==> src/rtl/cpu_types_pkg.sv <==
// rtl/cpu_types_pkg.sv - shared types for the pipeline control slice
//
// Contents:
//   regbits_t    : register-index type (5-bit register file)
//   ctrl_state_t : pipeline_ctrl sequencer states
package cpu_types_pkg;

    localparam int REGBITS = 5;

    typedef logic [REGBITS-1:0] regbits_t;

    typedef enum logic [1:0] {
        RUN    = 2'd0,
        DWAIT  = 2'd1,
        HALTED = 2'd2
    } ctrl_state_t;

endpackage

==> src/rtl/pipeline_ctrl_hazard_detect.sv <==
// rtl/pipeline_ctrl_hazard_detect.sv - combinational load-use hazard compare
//
// Ports:
//   ex_dREN   in  ID/EX holds a load
//   ex_regDst in  ID/EX destination register
//   id_rs     in  IF/ID source register rs
//   id_rt     in  IF/ID source register rt
//   lduse     out load in EX feeds a source of the instruction in ID
module hazard_detect #(
    parameter int REG_W = 5
) (
    input  logic             ex_dREN,
    input  logic [REG_W-1:0] ex_regDst,
    input  logic [REG_W-1:0] id_rs,
    input  logic [REG_W-1:0] id_rt,
    output logic             lduse
);

    // Register 0 is hardwired zero, so a load targeting it never creates a dependency.
    assign lduse = ex_dREN
                 & (ex_regDst != '0)
                 & ((ex_regDst == id_rs) | (ex_regDst == id_rt));

endmodule

==> src/rtl/pipeline_ctrl.sv <==
// rtl/pipeline_ctrl.sv - stall/flush sequencer for the 5-stage pipeline
//
// Optional feature macro: STALL_CNT_EN (adds stall_ld/stall_mem counters).
//
// Ports:
//   CLK, RST              clock, asynchronous active-high reset
//   ihit, dhit            instruction / data memory completed this cycle
//   mem_dREN, mem_dWEN    EX/MEM holds a load / store
//   mem_halt              EX/MEM holds halt
//   ex_dREN, ex_regDst    ID/EX load flag and destination register
//   id_rs, id_rt          IF/ID source registers
//   redirect              taken branch/jump resolved in MEM
//   pcen, ifen, exen, memen, wben   stage register enables
//   id_flush, ex_flush, mem_flush   stage registers load a bubble
//   redirect_sel          PC mux takes the branch target
//   halt                  sticky halt
//   stall_ld, stall_mem   saturating stall counters (STALL_CNT_EN only)
module pipeline_ctrl
    import cpu_types_pkg::*;
#(
    parameter int CNT_W = 32,
    parameter int REG_W = 5
) (
    input  logic             CLK,
    input  logic             RST,
    input  logic             ihit,
    input  logic             dhit,
    input  logic             mem_dREN,
    input  logic             mem_dWEN,
    input  logic             mem_halt,
    input  logic             ex_dREN,
    input  logic [REG_W-1:0] ex_regDst,
    input  logic [REG_W-1:0] id_rs,
    input  logic [REG_W-1:0] id_rt,
    input  logic             redirect,
    output logic             pcen,
    output logic             ifen,
    output logic             exen,
    output logic             memen,
    output logic             wben,
    output logic             id_flush,
    output logic             ex_flush,
    output logic             mem_flush,
    output logic             redirect_sel,
    output logic             halt
`ifdef STALL_CNT_EN
    ,
    output logic [CNT_W-1:0] stall_ld,
    output logic [CNT_W-1:0] stall_mem
`endif
);

    ctrl_state_t state, state_n;
    logic        redir_pend, redir_pend_n;

    logic lduse;
    logic mem_busy;
    logic frozen;
    logic take_redirect;

    logic pcen_c, ifen_c, exen_c, memen_c, wben_c;
    logic id_flush_c, ex_flush_c, mem_flush_c, redirect_sel_c, halt_c;

    hazard_detect #(.REG_W(REG_W)) u_hazard (
        .ex_dREN   (ex_dREN),
        .ex_regDst (ex_regDst),
        .id_rs     (id_rs),
        .id_rt     (id_rt),
        .lduse     (lduse)
    );

    assign mem_busy = (mem_dREN | mem_dWEN) & ~dhit;

    // Once in DWAIT the access is known outstanding; only dhit releases the freeze.
    assign frozen        = (state == DWAIT) ? ~dhit : mem_busy;
    assign take_redirect = redirect | redir_pend;

    always_ff @(posedge CLK or posedge RST) begin
        if (RST) begin
            state      <= RUN;
            redir_pend <= 1'b0;
        end else begin
            state      <= state_n;
            redir_pend <= redir_pend_n;
        end
    end

    always_comb begin
        state_n        = state;
        redir_pend_n   = redir_pend;
        pcen_c         = 1'b0;
        ifen_c         = 1'b0;
        exen_c         = 1'b0;
        memen_c        = 1'b0;
        wben_c         = 1'b0;
        id_flush_c     = 1'b0;
        ex_flush_c     = 1'b0;
        mem_flush_c    = 1'b0;
        redirect_sel_c = 1'b0;
        halt_c         = 1'b0;

        case (state)
            HALTED: begin
                halt_c = 1'b1;
            end
            default: begin
                if (frozen) begin
                    // Whole pipe holds; remember any redirect so it is not lost.
                    state_n      = DWAIT;
                    redir_pend_n = redir_pend | redirect;
                end else begin
                    state_n = mem_halt ? HALTED : RUN;
                    exen_c  = 1'b1;
                    memen_c = 1'b1;
                    wben_c  = 1'b1;
                    if (take_redirect) begin
                        // Wrong-path instructions in IF/ID, ID/EX, EX/MEM are squashed.
                        pcen_c         = 1'b1;
                        ifen_c         = 1'b1;
                        redirect_sel_c = 1'b1;
                        id_flush_c     = 1'b1;
                        ex_flush_c     = 1'b1;
                        mem_flush_c    = 1'b1;
                        redir_pend_n   = 1'b0;
                    end else if (lduse) begin
                        // Hold PC and IF/ID; the bubble in ID/EX clears the hazard next cycle.
                        ex_flush_c = 1'b1;
                    end else if (!ihit) begin
                        // Fetch not back yet: keep PC, drain downstream behind a bubble.
                        ifen_c     = 1'b1;
                        id_flush_c = 1'b1;
                    end else begin
                        pcen_c = 1'b1;
                        ifen_c = 1'b1;
                    end
                end
            end
        endcase
    end

    // Outputs are forced low while reset is asserted, independent of inputs.
    assign pcen         = pcen_c & ~RST;
    assign ifen         = ifen_c & ~RST;
    assign exen         = exen_c & ~RST;
    assign memen        = memen_c & ~RST;
    assign wben         = wben_c & ~RST;
    assign id_flush     = id_flush_c & ~RST;
    assign ex_flush     = ex_flush_c & ~RST;
    assign mem_flush    = mem_flush_c & ~RST;
    assign redirect_sel = redirect_sel_c & ~RST;
    assign halt         = halt_c & ~RST;

`ifdef STALL_CNT_EN
    logic             ld_stall;
    logic             mem_stall;
    logic [CNT_W-1:0] ld_cnt;
    logic [CNT_W-1:0] mem_cnt;

    // Both qualifiers exclude HALTED, which is what freezes the counters there.
    assign ld_stall  = (state != HALTED) & ~frozen & ~take_redirect & lduse;
    assign mem_stall = (state != HALTED) & frozen;

    always_ff @(posedge CLK or posedge RST) begin
        if (RST) begin
            ld_cnt  <= '0;
            mem_cnt <= '0;
        end else begin
            if (ld_stall && (ld_cnt != '1)) begin
                ld_cnt <= ld_cnt + 1'b1;
            end
            if (mem_stall && (mem_cnt != '1)) begin
                mem_cnt <= mem_cnt + 1'b1;
            end
        end
    end

    assign stall_ld  = ld_cnt;
    assign stall_mem = mem_cnt;
`endif

endmodule

==> config.mk <==
export PLATFORM = sky130hd
export DESIGN_NAME = pipeline_ctrl
export DESIGN_NICKNAME = d
export VERILOG_FILES = /design/src/rtl/cpu_types_pkg.sv /design/src/rtl/pipeline_ctrl_hazard_detect.sv /design/src/rtl/pipeline_ctrl.sv
export SDC_FILE = /design/constraint.sdc
export NUM_CORES = 1
export LEC_CHECK = 0
export ABC_AREA = 1
export CAP_MARGIN = 20
export CORE_UTILIZATION = 32
export DETAILED_ROUTE_END_ITERATION = 10
export GPL_TIMING_DRIVEN = 1
export PLACE_DENSITY_LB_ADDON = 0.05
export SYNTH_ARGS = -nofsm -noshare
export SYNTH_HDL_FRONTEND = slang
export SYNTH_HIERARCHICAL = 1
export SYNTH_SLANG_ARGS = --single-unit
export TNS_END_PERCENT = 100
==> constraint.sdc <==
create_clock -name CLK -period 1.2 [get_ports CLK]
set_clock_uncertainty 0.1 [all_clocks]
set_input_delay 0.12 -clock CLK [delete_from_list [all_inputs] [get_ports CLK]]
set_output_delay 0.12 -clock CLK [all_outputs]
set_load 0.01 [all_outputs]
# Yosys cells after proc, flatten, opt, wreduce, memory -nomap -nowiden
# Index checks and enable logic that the tools add are counted.
[word_totals]
regBits = 3
inputBits = 24
output_inout_bits = 10
elab_cells = 54
[op_classes]
eq_ne = 4
mux = 29
bitwise_logic = 16
reduce_logical = 3
[ops]
columns = ["cell", "n"]
rows = [
  ["$mux W1", 27],
  ["$and A1 B1 Y1", 10],
  ["$eq A5 B5 Y1", 2],
  ["$reduce_bool A5 Y1", 1],
  ["$mux W2", 2],
  ["$not A1 Y1", 3],
  ["$or A1 B1 Y1", 3],
  ["$eq A2 B1 Y1 const B", 1],
  ["$eq A2 B2 Y1 const B", 1],
  ["$reduce_and A2 Y1", 1],
  ["$reduce_bool A2 Y1", 1],
]

# Logic depth before layout (Yosys ltp)
[logic_depth]
depth_word = 8
depth_mapped = 9
mapped_depth_nobuf = 9

# Cells and area by module
# Netlist, hierarchy kept.
[modules_own_cells]
columns = ["module", "n_inst", "cells_each", "area_each_um2", "seq_area_each_um2"]
rows = [
  ["pipeline_ctrl", 1, 36, 246.5, 75.1],
  ["hazard_detect", 1, 45, 195.2, 0.0],
]

# Worst setup path after synthesis
# No wires, ideal clock.
[synth_path]
path_type = "register to output"
startpoint = "register state[1]"
endpoint = "output port redirect_sel"
arrival_time_ps = 943
required_ps = 980
path_slack_ps = 37
stages_incl_launch_ff = 5
path_buffers = 1
cell_sequence = "dfrtp_1 nand2_1 nand3_4 nor2_2 buf_4"
[synth_via]
elab_chain_len = 5
word_cells_on_any_way = 6
cone_classes = "eq/ne: 2; mux: 3; bitwise: 1"
[synth_rtl]
columns = ["item", "line", "text"]
rows = [
  ["start: declaration", "pipeline_ctrl.sv:53", "ctrl_state_t state, state_n;"],
  ["start signal: assignment", "pipeline_ctrl.sv:83", "state <= state_n;"],
  ["$eq A2 B1 Y1", "pipeline_ctrl.sv:75", "assign frozen = (state == DWAIT) ? ~dhit : mem_busy;"],
  ["$mux W1", "pipeline_ctrl.sv:75", ""],
  ["$mux W1", "--", ""],
  ["$mux W1 *", "--", ""],
  ["$and A1 B1 Y1 *", "--", ""],
  ["end: declaration", "pipeline_ctrl.sv:44", "output logic redirect_sel,"],
]
# Mark *: on every way between the ends. The rest lies on a longest branch, timed or not.

# Worst setup path after layout
[layout_path]
startpoint = "register state[1]"
endpoint = "output port redirect_sel"
[layout_via]
elab_chain_len = 5
word_cells_on_any_way = 6
cone_classes = "eq/ne: 2; mux: 3; bitwise: 1"
[layout_rtl]
columns = ["item", "line", "text"]
rows = [
  ["$eq A2 B1 Y1", "pipeline_ctrl.sv:75", ""],
  ["$mux W1", "pipeline_ctrl.sv:75", ""],
  ["$mux W1", "pipeline_ctrl.sv:107", "if (frozen) begin"],
  ["$mux W1 *", "pipeline_ctrl.sv:102", "case (state)"],
  ["$and A1 B1 Y1 *", "pipeline_ctrl.sv:150", "assign redirect_sel = redirect_sel_c & ~RST;"],
]
# Marks and branches as above.

==> impl_results.md <==
* Critical Path AT at approximately 1.2 ns
* Final Setup Violations at 10
* Element type at the critical path start: register
* Final Hold Fails at 0
* Setup slack at placement at -0.949 ns
* Row count at 13
* Netlist cell types at 18
* Cts bufs inserted at 3
* Die area at 1530 um^2
* Hold slack final at approximately 0.15 ns
* Cell Count, Final, Fillers Out at 137
* Drt drc at 0
* Pre-antenna DRT Iters at 4
* Antenna violations before repair at 0
* Post-DR vias/cell at 4.34
* Worst-path clk slew at 0.04 ns
* Average routed wire per standard cell at approximately 8.8 um
* IO Count at 34
* YS warnings at 6
* Post-synthesis register bit count at 3
* Area leader, netlist: nand2_1
* Inst Count DP at 130
* Vias in the first global route at roughly 460
* Crit. End Element: output pin
* Via count at around 600
* Clock share of power at around a quarter
* Status: finished with violations
* Core footprint at between 1000 and 1500 um^2
* Sw Pwr at around 0.29 mW
* Root Driver: clkbuf_4
* Register area share after synthesis at between 10% and 20%
* Leakage at a little under 0.5 nW
* Slew Viols, Final at 0
* Comb power frac at 56.1%
* RSZ-0062 raised after global routing: yes
* Worst Hold Class: primary input to async pin
* Final Total Pwr at around 0.77 mW
* Sw Share at 37.1%
* Nets at approximately 150
* Clock Latency Late Sink at between 0.2 and 0.25 ns
* Width of the die at slightly below 40 um
* DRT Wirelength at around 1200 um
* Final Cycle Share at 118%
* Required @ worst endpoint at slightly below 1 ns
* CP Cell Sequence: inv_1 > nand2_1 > nand2_2 > nand2_4 > nand3_4 > nor2_4 > buf_2
* First-pass GRT wire length at around 1700 um
* Antenna-violating nets left at 0
* Diodes inserted at 0
* CTS hold repair buffers at 0
* Max_cap viols at 0
* Int Pwr at 0.484 mW
* Most area-consuming cells after synthesis: nand2_1 (21%), dfrtp_1 (17%), inv_1 (13%)
* H-tree depth at 1
* Setup Crit Path Kind: register to output pin
* CTS tree: yes
* DRT iter0 DRCs at 2
* Largest net degree at the start of global routing at 7
* Die height at 39.2 um
* Largest stage delay on the critical path at approximately 0.37 ns
* Max rail drop VDD at around 0.79 mV
* Synth top area share at between 20% and 30%
* Cells after Synth at 81
* Pwr Density at 936 nW/um^2
* Post-Syn Area at about 440 um^2
* Fraction of final layout cells sized beyond drive strength 1 at approximately 47%
* CP Max Fanout at 6
* Worst path slowest cell: dfrtp_1
* Final worst slack at -0.221 ns
* GR Overflow Total at 0
* Port bufs at 33
* Fin crit period at approximately 1.4 ns
* Clock Tree Buf Depth at 2
* Net count after synthesis at around 110
* All-layer global routing usage at between 10% and 20%
* Worst-margin pin slew at approximately 0.13 ns
* Hpwl dp at around 970 um
* Avg Cell Area, Syn at between 5 and 6 um^2
* Part of the power in registers at 19.7%
* RePlAce Congestion at 0.780
* P&R area growth vs syn at 86.1%
* Failing checks: setup timing
* CTS sink count at 3
* Initial core utilization at 34.4%
* Fmax at slightly above 0.7 GHz
* Worst slew margin at 91.3%
cell families (layout without fill, tap and decap cells):
kind of cell           Yosys count  in the layout  synth area share (%)
AND/OR/NAND/NOR                 47             47                  48.2
AO/OA/AOI/OAI                    6              6                  7.65
XOR/XNOR                         3              3                  5.95
flip-flops                       3              3                  17.0
buffers and inverters           22             63                  21.2
power groups by stage:
stage,sequential [mW],combinational (mW),clock (mW)
2_1_floorplan,0.146,0.203,0
3_3_place_gp,0.149,0.413,0
3_5_place_dp,0.150,0.420,0
4_1_cts,0.150,0.387,0.196
5_1_grt,0.154,0.476,0.200
6_report,0.151,0.432,0.186
final timing paths:
| check | startpoint | endpoint | slack, ns | cells after the start |
|---|---|---|---|---|
| setup / recovery | state[1] | redirect_sel | -0.22 | 7 |
| hold / removal | RST | redir_pend | 0.15 | 3 |
| setup reg to reg | state[0] | redir_pend | 0.01 | 6 |
| hold reg to reg | state[1] | state[0] | 0.39 | 1 |
| max in group asynchronous | RST | state[1] | 0.75 | 3 |
| min in group CLK | mem_halt | state[1] | 0.34 | 3 |
cells in the final DEF (no fill, tap or decap), drive strengths merged, types with 2 or more instances in the layout:
master / n
dfrtp: 3
inv: 19
buf: 30
xnor2: 2
a21oi: 5
clkdlybuf4s50: 7
nand2: 27
clkdlybuf4s15: 2
nand3: 3
clkbuf: 4
nor2: 15
layout make-up:
class,count,area [um^2]
clock buffer,4,26.3
tap,15,18.8
multi-input combinational,56,305
timing repair buffer,40,323
inverter,19,73.8
fill,146,463
sequential,3,75.1
per-stage QoR:
step	util (%)	setup TNS, ns	area (um^2)
3_5_place_dp	62.1	-6.70	798
6_report	64.0	-1.88	822
3_3_place_gp	62.1	-6.50	798
5_1_grt	64.0	-2.69	822
4_1_cts	59.0	-2.06	758
2_1_floorplan	-	0	442
Yosys cell counts:
| library cell | number |
|---|---|
| a21oi_2 | 1 |
| inv_2 | 4 |
| nor2_2 | 2 |
| nand4_1 | 1 |
| nand3_1 | 2 |
| or2_1 | 1 |
| xor2_1 | 1 |
| buf_4 | 3 |
| xnor2_1 | 2 |
| nand2_4 | 1 |
| nand3_4 | 1 |
| nand2_2 | 1 |
| a21oi_1 | 4 |
| inv_1 | 15 |
| o21ai_0 | 1 |
| nand2_1 | 25 |
| dfrtp_1 | 3 |
| nor2_1 | 13 |
sequential cells by signal (all words and copies together), names as in the netlist:
| register | flops |
|---|---|
| redir_pend | 1 |
| state | 2 |
metal layers:
layer | track usage (%) | wire length [um] | vias to the layer above
li1 | - | - | 317
met1 | 17.7 | 480 | 259
met2 | 30.0 | 658 | 16
met3 | 0.578 | 51 | 2
met4 | 10.3 | 21 | 0
met5 | 0 | 0 | -
timing repair:
item                       CTS  global route
gates resized for setup    100            24
buffers inserted             2             1
setup endpoints to repair   10            10
pin swaps                   17            13
worst max-delay path, delay by kind of cell, from the launching register on:
kind	cells	cell delay (ns)
AND/OR/NAND/NOR	5	0.41
flip-flops	1	0.37
buffers and inverters	2	0.19
Power figures use the tool's default switching activity.
